### src/rtl/maxnet_controller.sv
// maxnet_controller
//   Sequencer for a four-PLU MAXNET datapath. It loads the initial activations,
//   then repeats: start the PLUs, wait for them, write back the results, and
//   look at the winner check. The loop ends with a done pulse or a sticky error.
//
//   Optional build macro: MAXNET_CTRL_TIMEOUT_EN adds a per-pass watchdog in WAIT.
//   Without the macro, WAIT waits indefinitely.
//
//   Parameters
//     MAX_ITER        iteration limit before error (1..255)
//     TIMEOUT_CYCLES  WAIT watchdog length (timeout build only)
//   Ports
//     clk, rst        clock; asynchronous active-high reset
//     start_in        host request, accepted in IDLE or ERR
//     plu_done        all PLUs finished this pass
//     finish          datapath reports a single winner
//     overflow        any PLU overflowed
//     rst_plu, eps_reg_we, we_a_reg, we_prim, mux_sel, plu_start
//                     datapath strobes, decoded from the state register
//     busy, done, error
//                     status: run active, completion pulse, sticky fault
//     iter_count      completed iterations, saturating at 255
//     err_code        00 none, 01 overflow, 10 iteration limit, 11 timeout
//
//   state  | meaning
//   IDLE   | PLUs held in clear, waiting for start_in
//   LOAD   | capture epsilon and initial activations
//   RUN    | one-cycle PLU start pulse
//   WAIT   | PLUs computing
//   UPDATE | write PLU results back into the activation register
//   CHECK  | let the registered winner check settle, then decide
//   CLR    | clear the PLUs before the next pass
//   DONE   | one-cycle completion pulse
//   ERR    | fault reported, waiting for a new start_in
module maxnet_controller #(
  parameter int unsigned MAX_ITER       = 64,
  parameter int unsigned TIMEOUT_CYCLES = 1024
) (
  input  logic       clk,
  input  logic       rst,
  input  logic       start_in,
  input  logic       plu_done,
  input  logic       finish,
  input  logic       overflow,
  output logic       rst_plu,
  output logic       eps_reg_we,
  output logic       we_a_reg,
  output logic       we_prim,
  output logic       mux_sel,
  output logic       plu_start,
  output logic       busy,
  output logic       done,
  output logic       error,
  output logic [7:0] iter_count,
  output logic [1:0] err_code
);

  typedef enum logic [3:0] {
    S_IDLE, S_LOAD, S_RUN, S_WAIT, S_UPDATE, S_CHECK, S_CLR, S_DONE, S_ERR
  } state_t;

  localparam logic [1:0] ERR_NONE = 2'b00;
  localparam logic [1:0] ERR_OVF  = 2'b01;
  localparam logic [1:0] ERR_ITER = 2'b10;
  localparam logic [1:0] ERR_TMO  = 2'b11;
  localparam logic [7:0] ITER_LIM = 8'(MAX_ITER);

  state_t     state, state_nxt;
  logic [1:0] err_code_nxt;
  logic       start_accept;
  logic       tmo_hit;

`ifdef MAXNET_CTRL_TIMEOUT_EN
  localparam int TW = (TIMEOUT_CYCLES > 1) ? $clog2(TIMEOUT_CYCLES) : 1;
  logic [TW-1:0] tmo_cnt;

  // Loaded in RUN so the count starts fresh on every entry into WAIT;
  // reaching zero on the TIMEOUT_CYCLES-th WAIT cycle trips the watchdog.
  always_ff @(posedge clk or posedge rst) begin
    if (rst)
      tmo_cnt <= '0;
    else if (state == S_RUN)
      tmo_cnt <= TW'(TIMEOUT_CYCLES - 1);
    else if ((state == S_WAIT) && (tmo_cnt != '0))
      tmo_cnt <= tmo_cnt - TW'(1);
  end

  assign tmo_hit = (tmo_cnt == '0);
`else
  assign tmo_hit = 1'b0;
`endif

  assign start_accept = start_in && ((state == S_IDLE) || (state == S_ERR));

  always_comb begin
    state_nxt    = state;
    err_code_nxt = err_code;
    case (state)
      S_IDLE:   if (start_in) state_nxt = S_LOAD;
      S_LOAD:   state_nxt = S_RUN;
      S_RUN:    state_nxt = S_WAIT;
      S_WAIT: begin
        // overflow wins over a simultaneous plu_done so corrupt results are never written back
        if (overflow) begin
          state_nxt    = S_ERR;
          err_code_nxt = ERR_OVF;
        end else if (plu_done) begin
          state_nxt = S_UPDATE;
        end else if (tmo_hit) begin
          state_nxt    = S_ERR;
          err_code_nxt = ERR_TMO;
        end
      end
      S_UPDATE: state_nxt = S_CHECK;
      S_CHECK: begin
        if (finish) begin
          state_nxt = S_DONE;
        end else if (iter_count == ITER_LIM) begin
          state_nxt    = S_ERR;
          err_code_nxt = ERR_ITER;
        end else begin
          state_nxt = S_CLR;
        end
      end
      S_CLR:    state_nxt = S_RUN;
      S_DONE:   state_nxt = S_IDLE;
      S_ERR:    if (start_in) state_nxt = S_LOAD;
      default:  state_nxt = S_IDLE;
    endcase
    if (start_accept) err_code_nxt = ERR_NONE;
  end

  always_ff @(posedge clk or posedge rst) begin
    if (rst) begin
      state      <= S_IDLE;
      err_code   <= ERR_NONE;
      iter_count <= 8'd0;
    end else begin
      state    <= state_nxt;
      err_code <= err_code_nxt;
      if (start_accept)
        iter_count <= 8'd0;
      else if ((state == S_UPDATE) && (iter_count != 8'hFF))
        iter_count <= iter_count + 8'd1;
    end
  end

  always_comb begin
    rst_plu    = 1'b0;
    eps_reg_we = 1'b0;
    we_a_reg   = 1'b0;
    we_prim    = 1'b0;
    mux_sel    = 1'b0;
    plu_start  = 1'b0;
    busy       = 1'b0;
    done       = 1'b0;
    error      = 1'b0;
    case (state)
      S_IDLE:   rst_plu = 1'b1;
      S_LOAD: begin
        rst_plu    = 1'b1;
        eps_reg_we = 1'b1;
        we_a_reg   = 1'b1;
        we_prim    = 1'b1;
        mux_sel    = 1'b1;
        busy       = 1'b1;
      end
      S_RUN: begin
        plu_start = 1'b1;
        busy      = 1'b1;
      end
      S_WAIT:   busy = 1'b1;
      S_UPDATE: begin
        we_a_reg = 1'b1;
        busy     = 1'b1;
      end
      S_CHECK:  busy = 1'b1;
      S_CLR: begin
        rst_plu = 1'b1;
        busy    = 1'b1;
      end
      S_DONE:   done  = 1'b1;
      S_ERR:    error = 1'b1;
      default:  rst_plu = 1'b1;
    endcase
  end

endmodule

### config.mk
export PLATFORM = sky130hd
export DESIGN_NAME = maxnet_controller
export DESIGN_NICKNAME = d
export VERILOG_FILES = /design/src/rtl/maxnet_controller.sv
export SDC_FILE = /design/constraint.sdc
export NUM_CORES = 1
export LEC_CHECK = 0
export CORE_MARGIN = 10
export CORE_UTILIZATION = 40
export DETAILED_ROUTE_END_ITERATION = 7
export GPL_TIMING_DRIVEN = 0
export HOLD_SLACK_MARGIN = 0.05
export PLACE_DENSITY = 0.68
export SYNTH_ARGS = -nofsm -noshare
export SYNTH_HDL_FRONTEND = slang
export SYNTH_SLANG_ARGS = --single-unit
### constraint.sdc
create_clock -name clk -period 3 [get_ports clk]
set_clock_uncertainty 0.1 [all_clocks]
set_input_delay 0.6 -clock clk [delete_from_list [all_inputs] [get_ports clk]]
set_output_delay 0.6 -clock clk [all_outputs]
set_load 0.02 [all_outputs]
==> After elaboration in Yosys (flattened, before gate mapping) <==
Index checks and enable logic that the tools add are counted.
{ "totals": {"ff_bits": 14, "inputBits": 6, "wordCells": 52} }
{ "classes": {"n_addsub": 1, "eq_ne": 15, "mux": 20, "reduce_logical": 13} }
{ "op_table": {"columns": ["operator", "count"], "rows": [
  ["$pmux W4 S6", 1],
  ["$mux W4", 5],
  ["$eq A4 B3 Y1 const B", 4],
  ["$mux W8", 2],
  ["$ne A3 B3 Y1 const B", 4],
  ["$reduce_or A6 Y1", 2],
  ["$add A8 B1 Y8 const B", 1],
  ["$eq A4 B2 Y1 const B", 2],
  ["$eq A8 B7 Y1 const B", 1],
  ["$mux W2", 4],
  ["$ne A8 B8 Y1 const B", 1],
  ["$mux W1", 7],
  ["$reduce_or A2 Y1", 3],
  ["$eq A4 B1 Y1 const B", 1],
  ["$eq A4 B4 Y1 const B", 1],
  ["$logic_not A4 Y1", 1],
  ["$pmux W2 S2", 1],
  ["$reduce_and A4 Y1", 1],
  ["$reduce_bool A3 Y1", 1],
  ["$logic_and A1 B1 Y1", 2],
  ["$ne A2 B1 Y1 const B", 1],
  ["$reduce_and A2 Y1", 1],
  ["$reduce_bool A2 Y1", 1],
  ["$logic_or A1 B1 Y1", 1]
]} }

==> Logic depth before layout (Yosys ltp) <==
Gate-level depths: netlist of run 1.
{ "depth": {"ltp_word": 5, "depth_mapped": 5, "depth_no_buf": 5} }

==> Worst setup path before layout of run 1 <==
OpenSTA, ideal clock, no wires.
{ "synth_timing": {"path_kind": "register -> output", "from": "register state[0]", "to": "output port we_a_reg", "arrival_ns": 1.936, "path_slack_ns": 0.364, "stages_incl_launch_ff": 4, "n_path_buf": 1, "cell_sequence": "dfrtp_1 > clkbuf_1 > nor4b_1 > or2_2"} }
{ "synth_between": {"elab_chain_cells": 3, "word_cells_on_any_way": 4, "cone_classes": "eq/ne (2); mux (1); reduce/logical (1)"} }
{ "synth_rtl": {"columns": ["item", "line", "source"], "rows": [
  ["start: declaration", "68", "state_t state, state_nxt;"],
  ["start signal: assignment", "139", "state <= state_nxt;"],
  ["$eq A4 B3 Y1 / $eq A4 B1 Y1 (equally long branches)", "158", "case (state)"],
  ["$reduce_or A2 Y1 (no line) (*)", null, null],
  ["$mux W1 (*)", "158", null],
  ["end: declaration", "47", "output logic we_a_reg,"]
]} }
Mark *: on every way between the ends. The rest lies on a longest branch, timed or not.

==> Worst setup path in the final report of run 1 <==
{ "layout_timing": {"from": "register state[1]", "to": "output port we_a_reg"} }
Same word-level chain as after synthesis.

==> impl_metrics.xml, run 1 <==
<?xml version="1.0" encoding="UTF-8"?>
<metrics>
  <group name="placement">
    <metric name="detailedPlace.worstSlack" unit="ps">200</metric>
    <metric name="place.detailed.hpwl" unit="um">1810</metric>
    <metric name="port_buffers" unit="">24</metric>
    <metric name="gp_routability_congestion" unit="">0.874</metric>
    <metric name="placedCellCount" unit="">162</metric>
  </group>
  <group name="clocking">
    <metric name="cts.hold.buffers_added" unit="">0</metric>
    <metric name="post_cts.resized_instances" unit="">1</metric>
    <metric name="numClockSinks" unit="">14</metric>
    <metric name="h-tree-depth" unit="">1</metric>
    <metric name="cts_tree" unit="">built</metric>
    <metric name="clk_root_buffer_cell" unit="">clkbuf_4</metric>
    <metric name="number_of_buffers_inserted_during_clock_tree_synthesis" unit="">3</metric>
    <metric name="worstSkewPairLatency" unit="ps">270</metric>
    <metric name="ctsLongestPathBuffers" unit="">2</metric>
    <metric name="cts_setup_buffers" unit="">0</metric>
    <metric name="clk_pin_slew_worst_paths" unit="ps">80</metric>
  </group>
  <group name="synthesis">
    <metric name="synthesis.yosys.warnings" unit="">0</metric>
    <metric name="post_synth.cell_area_avg" unit="um^2">8.24</metric>
    <metric name="ys_ff_latch" unit="">14</metric>
    <metric name="syn-num-nets" unit="">118</metric>
    <metric name="postSynthCellCount" unit="">110</metric>
    <metric name="yosys.cell_types.count" unit="">32</metric>
    <metric name="synth-seq-area-share" unit="">0.387</metric>
    <metric name="synth_area" unit="um^2">906</metric>
  </group>
  <group name="timing">
    <metric name="unrepaired_setup_endpoints_after_global_routing" unit="">no</metric>
    <metric name="final_worst_path_setup_slack" unit="ps">136</metric>
    <metric name="finalWorstPathRequiredPeriod" unit="ps">2860</metric>
    <metric name="slew_limit_fails" unit="">0</metric>
    <metric name="transition_time_of_the_tightest_slew_check_pin" unit="ps">527</metric>
    <metric name="hold_violations" unit="">0</metric>
    <metric name="worst_slew_margin_rel" unit="">0.647</metric>
    <metric name="holdWs" unit="ps">436</metric>
    <metric name="setup-tns-final" unit="ps">0</metric>
    <metric name="max_clock_freq" unit="MHz">349</metric>
    <metric name="timing.final.setup_violations" unit="">0</metric>
    <metric name="post-route-period-util" unit="">0.955</metric>
  </group>
  <group name="route">
    <metric name="drt-met1-wl" unit="um">992</metric>
    <metric name="detailedRoute.firstPassIterationCount" unit="">4</metric>
    <metric name="residual_antenna_violating_net_count_after_detailed_routing" unit="">0</metric>
    <metric name="drtIter0Drc" unit="">32</metric>
    <metric name="drc_errors" unit="">0</metric>
    <metric name="met3_length" unit="um">173</metric>
    <metric name="wl" unit="um">2310</metric>
    <metric name="highest_metal_layer_with_signal_wires" unit="">met3</metric>
    <metric name="viasPerCell" unit="">5.38</metric>
    <metric name="route.detailed.wl_per_inst" unit="um">14.0</metric>
    <metric name="via_count" unit="">888</metric>
    <metric name="dr_wl_met2" unit="um">1150</metric>
  </group>
  <group name="finish">
    <metric name="fin_util" unit="">0.553</metric>
    <metric name="final_common_cell" unit="">clkdlybuf4s50_1</metric>
    <metric name="seqCellArea" unit="um^2">350</metric>
    <metric name="area_delta_synth_final" unit="%">33.7</metric>
    <metric name="finalNonFillerCells" unit="">165</metric>
    <metric name="fill_cells" unit="">207</metric>
    <metric name="final_layout_size_suffix_gt1_frac" unit="">0.0730</metric>
    <metric name="num-nets-final" unit="">147</metric>
    <metric name="antenna_cells_inserted" unit="">0</metric>
    <metric name="most-common-layout-cells" unit="">clkdlybuf4s50_1 (24), dfrtp_1 (14), nor2_1 (13)</metric>
    <metric name="multi_input_area" unit="um^2">498</metric>
  </group>
  <group name="global_route">
    <metric name="globalRouteTotalUtil" unit="">0.103</metric>
    <metric name="grt_pass1_vias" unit="">835</metric>
    <metric name="antenna_violations_before_repair" unit="">0</metric>
    <metric name="grt_first_pass_wirelength" unit="um">3800</metric>
    <metric name="largest_net_degree_at_the_start_of_global_routing" unit="">15</metric>
    <metric name="grt.overflow.total" unit="">0</metric>
  </group>
  <group name="setup_path">
    <metric name="worst-path-max-fanout" unit="">10</metric>
    <metric name="timing.setup.critical_path_class" unit="">reg -&gt; out</metric>
    <metric name="rr_startpoint" unit="">state[0]$_DFFE_PP0P_</metric>
    <metric name="cp_data_arrival_time" unit="ps">2160</metric>
    <metric name="sort_of_element_at_the_end_of_the_critical_path" unit="">primary output</metric>
    <metric name="critical_path_required" unit="ps">2300</metric>
    <metric name="worst_setup_path_startpoint" unit="">state[1]$_DFFE_PP0P_</metric>
    <metric name="timing.critical_path.from_type" unit="">flip-flop</metric>
    <metric name="r2r_cells" unit="">4</metric>
  </group>
  <group name="die">
    <metric name="die_area" unit="um^2">4570</metric>
    <metric name="fp-row-count" unit="">17</metric>
    <metric name="die_h" unit="um">67.6</metric>
    <metric name="starting_density" unit="">0.413</metric>
    <metric name="area_of_the_core" unit="um^2">2190</metric>
    <metric name="die_x" unit="um">67.6</metric>
    <metric name="pin_count" unit="">25</metric>
  </group>
  <group name="pwr">
    <metric name="power.leakage" unit="nW">0.530</metric>
    <metric name="power_per_cell_area" unit="nW/um^2">841</metric>
    <metric name="ir_worst_vdd" unit="mV">0.471</metric>
  </group>
  <group name="min_path">
    <metric name="worstHoldPathCells" unit="">2</metric>
    <metric name="worst_hold_path_class" unit="">reg -&gt; reg</metric>
    <metric name="hp-start" unit="">err_code[1]$_DFFE_PP0P_</metric>
  </group>
  <group name="status">
    <metric name="outcome" unit="">completed</metric>
  </group>
  <group name="job">
    <metric name="max_cap_violations" unit="">0</metric>
  </group>
</metrics>
-- final timing paths --
path | slack, ps | endpoint
max | 140 | we_a_reg
min | 440 | err_code[1]$_DFFE_PP0P_
max reg2reg | 1150 | iter_count[7]$_DFFE_PP0P_
min reg2reg | 440 | err_code[1]$_DFFE_PP0P_
max in group asynchronous | 1910 | state[0]$_DFFE_PP0P_
min in group asynchronous | 560 | iter_count[3]$_DFFE_PP0P_
-- state kept, by name (all words and copies together), names as in the netlist --
| register | count |
|---|---|
| err_code | 2 |
| iter_count | 8 |
| state | 4 |
-- final cells by class --
type | instances | area share
Sequential cell | 14 | 0.289
Multi-Input combinational cell | 81 | 0.411
Tap cell | 28 | 0.0289
Timing Repair Buffer | 24 | 0.198
Buffer | 7 | 0.0289
Clock buffer | 3 | 0.0186
Inverter | 8 | 0.0248
-- per-stage QoR --
step                      total power, mW  area [um^2]
after global routing                 1.10         1210
after global placement              0.907         1180
after detailed placement            0.914         1180
after CTS                            1.03         1210
after floorplan                     0.674          906
final                                1.02         1210
-- report_power, final --
part | switching, mW | total [mW] | internal (mW)
sequential | 0.0604 | 0.293 | 0.233
clock | 0.0566 | 0.103 | 0.0464
combinational | 0.332 | 0.623 | 0.290
total | 0.449 | 1.02 | 0.569
-- cell usage after synthesis (all sizes together) --
master / number / area [um^2]
a211oi: 2 / 15.0
a21o: 1 / 7.51
a21oi: 8 / 40.0
a22oi: 1 / 7.51
and2: 2 / 12.5
and3: 3 / 18.8
and4: 2 / 17.5
buf: 2 / 15.0
clkbuf: 5 / 18.8
dfrtp: 14 / 350
ha: 2 / 25.0
inv: 8 / 30.0
mux2i: 1 / 10.0
nand2: 11 / 41.3
nand2b: 2 / 12.5
nand3: 4 / 20.0
nand4: 4 / 31.3
nor2: 13 / 48.8
nor2b: 2 / 12.5
nor3: 4 / 20.0
nor4: 2 / 12.5
nor4b: 2 / 32.5
nor4bb: 2 / 20.0
o2111a: 1 / 11.3
o211ai: 2 / 15.0
o21a: 1 / 7.51
o21ai: 5 / 25.0
or2: 1 / 6.26
or3: 2 / 12.5
xor2: 1 / 8.76
-- metal layers --
metal  vias up  global-route usage
li1        441                   -
met1       422               0.125
met4         0              0.0333
met5         -                   0
met3         0              0.0331
met2        25               0.169
-- worst max-delay path: stages (launching register included) --
cell             delay (ps)
dfrtp_1                 450
clkbuf_1                250
nor4b_2                 420
or2_2                   170
clkdlybuf4s50_1         600
-- cells by family (layout without fill, tap and decap cells) --
logic type               Yosys count  in the layout  synth area share
flip-flops                        14             14             0.387
buffers and inverters             15             42            0.0704
XOR/XNOR                           1              1           0.00967
AO/OA/AOI/OAI                     21             21             0.142
multiplexers                       1              1            0.0111
adder cells (fa/ha/maj)            2              2            0.0276
AND/OR/NAND/NOR                   56             56             0.352
No activity file was read; power rests on OpenSTA's default activity.
==> inputs of run 2 (changes only) <==
CORE_UTILIZATION = 50   (was 40)
PLACE_DENSITY = 0.83   (was 0.68)
SLEW_MARGIN = 5   (was not set)
==> run 2 against run 1 <==
Core utilization increased by 16 points. Highest routed layer is now met4. Design area increased by 1.7%. Combinational power increased by 3%. First-iteration DRC count unchanged. Power increased by 5.5%. Sequential power about the same. Fmax decreased by 0.71%. Worst setup slack got worse by 21 ps. Largest cell class unchanged. Clock-buffer cell count increased by 1.
==> impl_metrics.xml, run 2 (synthesis results as in run 1) <==
<?xml version="1.0" encoding="UTF-8"?>
<metrics>
  <group name="clocking">
    <metric name="cts_setup_buffers" unit="">0</metric>
    <metric name="worstSkewPairLatency" unit="ps">280</metric>
    <metric name="cts_tree" unit="">built</metric>
    <metric name="numClockSinks" unit="">14</metric>
    <metric name="clk_pin_slew_worst_paths" unit="ps">90</metric>
    <metric name="h-tree-depth" unit="">1</metric>
    <metric name="cts.hold.buffers_added" unit="">0</metric>
    <metric name="clk_root_buffer_cell" unit="">clkbuf_4</metric>
    <metric name="ctsLongestPathBuffers" unit="">2</metric>
    <metric name="number_of_buffers_inserted_during_clock_tree_synthesis" unit="">3</metric>
  </group>
  <group name="finish">
    <metric name="final_layout_size_suffix_gt1_frac" unit="">0.0870</metric>
    <metric name="finalNonFillerCells" unit="">163</metric>
    <metric name="most_flops_register" unit="">iter_count</metric>
    <metric name="most-common-layout-cells" unit="">clkdlybuf4s50_1 (24), dfrtp_1 (14), nor2_1 (13)</metric>
    <metric name="biggestRegsByFlops" unit="">iter_count: 8 flops, state: 4 flops, err_code: 2 flops</metric>
    <metric name="area_delta_synth_final" unit="%">35.9</metric>
    <metric name="num-nets-final" unit="">147</metric>
    <metric name="antenna_cells_inserted" unit="">0</metric>
    <metric name="number_of_flip_flops_under_the_largest_register_name" unit="">8</metric>
    <metric name="final_common_cell" unit="">clkdlybuf4s50_1</metric>
  </group>
  <group name="placement">
    <metric name="port_buffers" unit="">24</metric>
    <metric name="place.detailed.hpwl" unit="um">1860</metric>
    <metric name="gp_routability_congestion" unit="">0.889</metric>
    <metric name="placedCellCount" unit="">159</metric>
  </group>
  <group name="setup_path">
    <metric name="sort_of_element_at_the_end_of_the_critical_path" unit="">primary output</metric>
    <metric name="timing.setup.critical_path_class" unit="">reg -&gt; out</metric>
    <metric name="critical_path_required" unit="ps">2300</metric>
    <metric name="cp_data_arrival_time" unit="ps">2180</metric>
    <metric name="worst-path-max-fanout" unit="">10</metric>
    <metric name="timing.critical_path.from_type" unit="">flip-flop</metric>
  </group>
  <group name="timing">
    <metric name="post-route-period-util" unit="">0.962</metric>
    <metric name="hold_violations" unit="">0</metric>
    <metric name="finalWorstPathRequiredPeriod" unit="ps">2880</metric>
    <metric name="holdWs" unit="ps">450</metric>
    <metric name="max_clock_freq" unit="MHz">347</metric>
    <metric name="setup-tns-final" unit="ps">0</metric>
    <metric name="unrepaired_setup_endpoints_after_global_routing" unit="">no</metric>
    <metric name="transition_time_of_the_tightest_slew_check_pin" unit="ps">534</metric>
    <metric name="timing.final.setup_violations" unit="">0</metric>
    <metric name="slew_limit_fails" unit="">0</metric>
    <metric name="worst_slew_margin_rel" unit="">0.644</metric>
  </group>
  <group name="route">
    <metric name="residual_antenna_violating_net_count_after_detailed_routing" unit="">0</metric>
    <metric name="wl" unit="um">2390</metric>
    <metric name="drtIter0Drc" unit="">32</metric>
    <metric name="drc_errors" unit="">0</metric>
    <metric name="via_count" unit="">919</metric>
    <metric name="detailedRoute.firstPassIterationCount" unit="">4</metric>
    <metric name="route.detailed.wl_per_inst" unit="um">14.7</metric>
    <metric name="viasPerCell" unit="">5.64</metric>
  </group>
  <group name="job">
    <metric name="max_cap_violations" unit="">0</metric>
  </group>
  <group name="global_route">
    <metric name="use_met2" unit="">0.210</metric>
    <metric name="grt.overflow.total" unit="">0</metric>
    <metric name="use_met3" unit="">0.0502</metric>
    <metric name="grt_pass1_vias" unit="">907</metric>
    <metric name="antenna_violations_before_repair" unit="">0</metric>
    <metric name="grt.busiest_layer" unit="">met2</metric>
    <metric name="grt_util_met1" unit="">0.141</metric>
    <metric name="grt_first_pass_wirelength" unit="um">4160</metric>
    <metric name="globalRouteTotalUtil" unit="">0.126</metric>
    <metric name="largest_net_degree_at_the_start_of_global_routing" unit="">15</metric>
  </group>
  <group name="status">
    <metric name="outcome" unit="">completed</metric>
  </group>
  <group name="pwr">
    <metric name="power.leakage" unit="nW">0.544</metric>
    <metric name="ir_worst_vdd" unit="mV">0.546</metric>
    <metric name="p_total" unit="mW">1.07</metric>
    <metric name="power_per_cell_area" unit="nW/um^2">873</metric>
  </group>
  <group name="min_path">
    <metric name="worst_hold_path_class" unit="">reg -&gt; reg</metric>
  </group>
  <group name="die">
    <metric name="fp-row-count" unit="">15</metric>
    <metric name="pin_count" unit="">25</metric>
    <metric name="die_x" unit="um">62.6</metric>
    <metric name="area_of_the_core" unit="um^2">1730</metric>
    <metric name="starting_density" unit="">0.525</metric>
    <metric name="die_area" unit="um^2">3910</metric>
    <metric name="die_h" unit="um">62.6</metric>
  </group>
</metrics>
-- run 2: cell types whose count changed in the layout (fill, tap and decap cells not counted) --
cell / delta
clkbuf_1: -1
clkbuf_8: +1
nor4b_4: +1
nor4b_2: -1
clkbuf_2: +1
-- run 2: through the flow --
stage                     instance area [um^2]  setup slack (ps)   util
after CTS                                 1220              38.2  0.707
final                                     1230               115  0.713
after global placement                    1180               268  0.682
after global routing                      1230              12.3  0.713
after floorplan                            906               364      -
after detailed placement                  1180               127  0.682
-- run 2: metal layers --
metal | vias up | routed length, um
met5 | - | 0
met4 | 0 | 40
met3 | 7 | 166
met2 | 30 | 1210
met1 | 441 | 971
li1 | 441 | -
-- run 2: worst paths after layout --
path | end | startpoint | slack [ps] | depth (start not counted)
min | err_code[1]$_DFFE_PP0P_ | err_code[1]$_DFFE_PP0P_ | 450 | 2
max in group asynchronous | iter_count[0]$_DFFE_PP0P_ | rst | 1890 | 2
max | plu_start | state[3]$_DFFE_PP0P_ | 120 | 5
min reg2reg | err_code[1]$_DFFE_PP0P_ | err_code[1]$_DFFE_PP0P_ | 450 | 2
max reg2reg | iter_count[7]$_DFFE_PP0P_ | state[1]$_DFFE_PP0P_ | 1160 | 4
min in group asynchronous | state[1]$_DFFE_PP0P_ | rst | 550 | 2
-- run 2: where the power goes --
group	leakage [nW]	total (mW)	internal (mW)	switching, mW
logic	0.335	0.641	0.299	0.342
registers	0.188	0.294	0.233	0.0617
clock network	0.0210	0.139	0.0739	0.0654
total	0.544	1.07	0.605	0.469
-- run 2: worst max-delay path, stage by stage (launching register included) --
cell and delay [ps]:
dfrtp_1 430, clkbuf_1 260, nand2b_1 220, or3_1 330
inv_1 60, clkdlybuf4s50_1 590
-- run 2: final cells by class --
| cell class | instances | area (um^2) |
|---|---|---|
| repair buffers | 24 | 240 |
| flip-flops and latches | 14 | 350 |
| multi-input cells | 81 | 507 |
| well taps | 25 | 31.3 |
| fillers | 150 | 495 |
| plain buffers | 7 | 36.3 |
| inverters | 8 | 30.0 |
| clock buffers | 4 | 36.3 |
-- run 2: what timing repair did --
item | 4_1_cts | 5_1_grt
gates resized for setup | 1 | 5
endpoints found under the hold margin | 0 | 0
endpoints found under the setup margin | 4 | 4
==> inputs of run 3 (changes only) <==
CORE_UTILIZATION = 47   (was 50)
CTS_CLUSTER_SIZE = 14   (was not set)
PLACE_DENSITY = 0.78   (was 0.83)
clock period = 2.91 ns   (was 3 ns; I/O delays follow)
==> run 3 against run 2 <==
Worst hold slack lost 13 ps. Sequential cell count is the same. Core utilization shrank 2.0 points. Cell count is the same. Clock power grew 6%. Combinational power grew 3.4%. Critical path type unchanged. Critical endpoint is now rst_plu. Largest cell class unchanged.
==> impl_metrics.xml, run 3 (synthesis results as in run 1) <==
<?xml version="1.0" encoding="UTF-8"?>
<metrics>
  <group name="setup_path">
    <metric name="rr_endpoint" unit="">iter_count[7]$_DFFE_PP0P_</metric>
    <metric name="reg2reg_setup_slack" unit="ps">1080</metric>
    <metric name="worst-path-max-fanout" unit="">10</metric>
    <metric name="cp_data_arrival_time" unit="ps">2120</metric>
    <metric name="critPathMaxStageDelay" unit="ps">620</metric>
    <metric name="sort_of_element_at_the_end_of_the_critical_path" unit="">primary output</metric>
    <metric name="critical_path.cell_chain" unit="">clkbuf_1 &gt; nand2_1 &gt; nor2_1 &gt; nor3_1 &gt; nor2_1 &gt; clkdlybuf4s50_1</metric>
    <metric name="timing.setup.critical_path_class" unit="">reg -&gt; out</metric>
    <metric name="critical_path_required" unit="ps">2230</metric>
    <metric name="timing.critical_path.from_type" unit="">flip-flop</metric>
    <metric name="r2r_cells" unit="">4</metric>
    <metric name="critPathSlowestCell" unit="">clkdlybuf4s50_1</metric>
    <metric name="most_repeated_library_cell_on_the_critical_path" unit="">nor2_1</metric>
    <metric name="rr_startpoint" unit="">state[1]$_DFFE_PP0P_</metric>
  </group>
  <group name="clocking">
    <metric name="ctsLongestPathBuffers" unit="">2</metric>
    <metric name="clk_pin_slew_worst_paths" unit="ps">100</metric>
    <metric name="numClockSinks" unit="">14</metric>
    <metric name="cts_tree" unit="">built</metric>
    <metric name="clk_root_buffer_cell" unit="">clkbuf_4</metric>
    <metric name="worstSkewPairLatency" unit="ps">290</metric>
    <metric name="cts.hold.buffers_added" unit="">0</metric>
    <metric name="h-tree-depth" unit="">1</metric>
    <metric name="number_of_buffers_inserted_during_clock_tree_synthesis" unit="">3</metric>
  </group>
  <group name="route">
    <metric name="viasPerCell" unit="">5.47</metric>
    <metric name="residual_antenna_violating_net_count_after_detailed_routing" unit="">0</metric>
    <metric name="drtIter0Drc" unit="">19</metric>
    <metric name="wl" unit="um">2380</metric>
    <metric name="route.detailed.wl_per_inst" unit="um">14.6</metric>
    <metric name="via_count" unit="">891</metric>
    <metric name="drc_errors" unit="">0</metric>
    <metric name="detailedRoute.firstPassIterationCount" unit="">4</metric>
  </group>
  <group name="finish">
    <metric name="area_delta_synth_final" unit="%">36.3</metric>
    <metric name="stdcell_area" unit="um^2">1230</metric>
    <metric name="fin_util" unit="">0.693</metric>
    <metric name="num-nets-final" unit="">147</metric>
    <metric name="final_layout_size_suffix_gt1_frac" unit="">0.0942</metric>
    <metric name="number_of_flip_flops_under_the_largest_register_name" unit="">8</metric>
    <metric name="most_flops_register" unit="">iter_count</metric>
    <metric name="antenna_cells_inserted" unit="">0</metric>
    <metric name="most-common-layout-cells" unit="">clkdlybuf4s50_1 (23), dfrtp_1 (14), nor2_1 (13)</metric>
    <metric name="final_common_cell" unit="">clkdlybuf4s50_1</metric>
    <metric name="fill_cells" unit="">144</metric>
    <metric name="finalNonFillerCells" unit="">163</metric>
    <metric name="biggestRegsByFlops" unit="">iter_count: 8 flops, state: 4 flops, err_code: 2 flops</metric>
  </group>
  <group name="timing">
    <metric name="worst_slew_margin_rel" unit="">0.633</metric>
    <metric name="max_clock_freq" unit="MHz">357</metric>
    <metric name="post-route-period-util" unit="">0.962</metric>
    <metric name="transition_time_of_the_tightest_slew_check_pin" unit="ps">550</metric>
    <metric name="slew_limit_fails" unit="">0</metric>
    <metric name="timing.final.setup_violations" unit="">0</metric>
    <metric name="setup-tns-final" unit="ps">0</metric>
    <metric name="hold_violations" unit="">0</metric>
    <metric name="finalWorstPathRequiredPeriod" unit="ps">2800</metric>
    <metric name="unrepaired_setup_endpoints_after_global_routing" unit="">no</metric>
  </group>
  <group name="die">
    <metric name="die_area" unit="um^2">4080</metric>
    <metric name="fp-row-count" unit="">15</metric>
    <metric name="starting_density" unit="">0.508</metric>
    <metric name="die_x" unit="um">63.9</metric>
    <metric name="area_of_the_core" unit="um^2">1780</metric>
    <metric name="die_h" unit="um">63.9</metric>
    <metric name="pin_count" unit="">25</metric>
  </group>
  <group name="min_path">
    <metric name="holdPathEnd" unit="">err_code[1]$_DFFE_PP0P_</metric>
    <metric name="hp-start" unit="">err_code[1]$_DFFE_PP0P_</metric>
    <metric name="worstHoldPathCells" unit="">2</metric>
    <metric name="worst_hold_path_class" unit="">reg -&gt; reg</metric>
  </group>
  <group name="pwr">
    <metric name="p_total" unit="mW">1.12</metric>
    <metric name="power_per_cell_area" unit="nW/um^2">903</metric>
    <metric name="power.leakage" unit="nW">0.561</metric>
    <metric name="ir_worst_vdd" unit="mV">0.524</metric>
  </group>
  <group name="placement">
    <metric name="port_buffers" unit="">24</metric>
    <metric name="place.detailed.hpwl" unit="um">1770</metric>
    <metric name="placedCellCount" unit="">159</metric>
    <metric name="gp_routability_congestion" unit="">0.856</metric>
    <metric name="place_area" unit="um^2">1180</metric>
  </group>
  <group name="global_route">
    <metric name="antenna_violations_before_repair" unit="">0</metric>
    <metric name="globalRouteTotalUtil" unit="">0.114</metric>
    <metric name="largest_net_degree_at_the_start_of_global_routing" unit="">15</metric>
    <metric name="grt_pass1_vias" unit="">880</metric>
    <metric name="grt.overflow.total" unit="">0</metric>
    <metric name="grt_first_pass_wirelength" unit="um">3880</metric>
  </group>
  <group name="job">
    <metric name="max_cap_violations" unit="">0</metric>
  </group>
  <group name="status">
    <metric name="outcome" unit="">completed</metric>
  </group>
</metrics>
run 3: cell count changes in the layout (fill, tap and decap cells not counted), sizes merged:
cell           previous run  this run
clkdlybuf4s50            24        23
dlymetal6s2s              0         1
run 3: timing repair:
item | 4_1_cts | 5_1_grt
gates resized for setup | 1 | 8
buffers inserted | 0 | 0
setup endpoints to repair | 4 | 6
endpoints found under the hold margin | 0 | 0
run 3: cell type report:
cell class                 count  area [um^2]  area share
buffer                         7         37.5      0.0304
sequential                    14          350       0.284
tap                           25         31.3      0.0253
timing repair buffer          24          243       0.197
clock buffer                   4         36.3      0.0294
multi-input combinational     81          507       0.410
inverter                       8         30.0      0.0243
run 3: worst max-delay path by stage:
stage                              start        to  slack, ps  cells past startpoint
global route        state[2]$_DFFE_PP0P_   rst_plu         30                      6
detailed placement  state[0]$_DFFE_PP0P_   we_prim        180                      4
floorplan           state[0]$_DFFE_PP0P_  we_a_reg        290                      3
finish              state[2]$_DFFE_PP0P_   rst_plu        110                      6
CTS                 state[0]$_DFFE_PP0P_   we_prim          5                      4
global placement    state[0]$_DFFE_PP0P_  we_a_reg        200                      4
run 3: metal layers:
layer / up-vias / global-route usage / wire (um) / share of wire
met2: 30 / 0.179 / 1120 / 0.47
met4: 0 / 0.0519 / 23 / 0.0097
met1: 413 / 0.134 / 1040 / 0.44
met3: 4 / 0.0418 / 197 / 0.083
li1: 444 / - / - / -
met5: - / 0 / 0 / 0
run 3: where the power goes:
part | switching, mW | total [mW] | internal [mW]
Sequential | 0.0650 | 0.305 | 0.240
Clock | 0.0715 | 0.148 | 0.0762
Combinational | 0.356 | 0.663 | 0.307
Total | 0.492 | 1.12 | 0.623
run 3: per-stage QoR:
| step | hold slack, ps | worst slack (ps) |
|---|---|---|
| finish | 437 | 111 |
| detailed placement | 420 | 179 |
| global route | 491 | 25.2 |
| floorplan | 371 | 292 |
| global placement | 422 | 199 |
| CTS | 438 | 5.03 |
run 3: critical path: cells and delay by family (launching register included):
family	cells	cell delay [ps]
buffers and inverters	2	1000
DFF	1	480
and+or+nand+nor	4	330
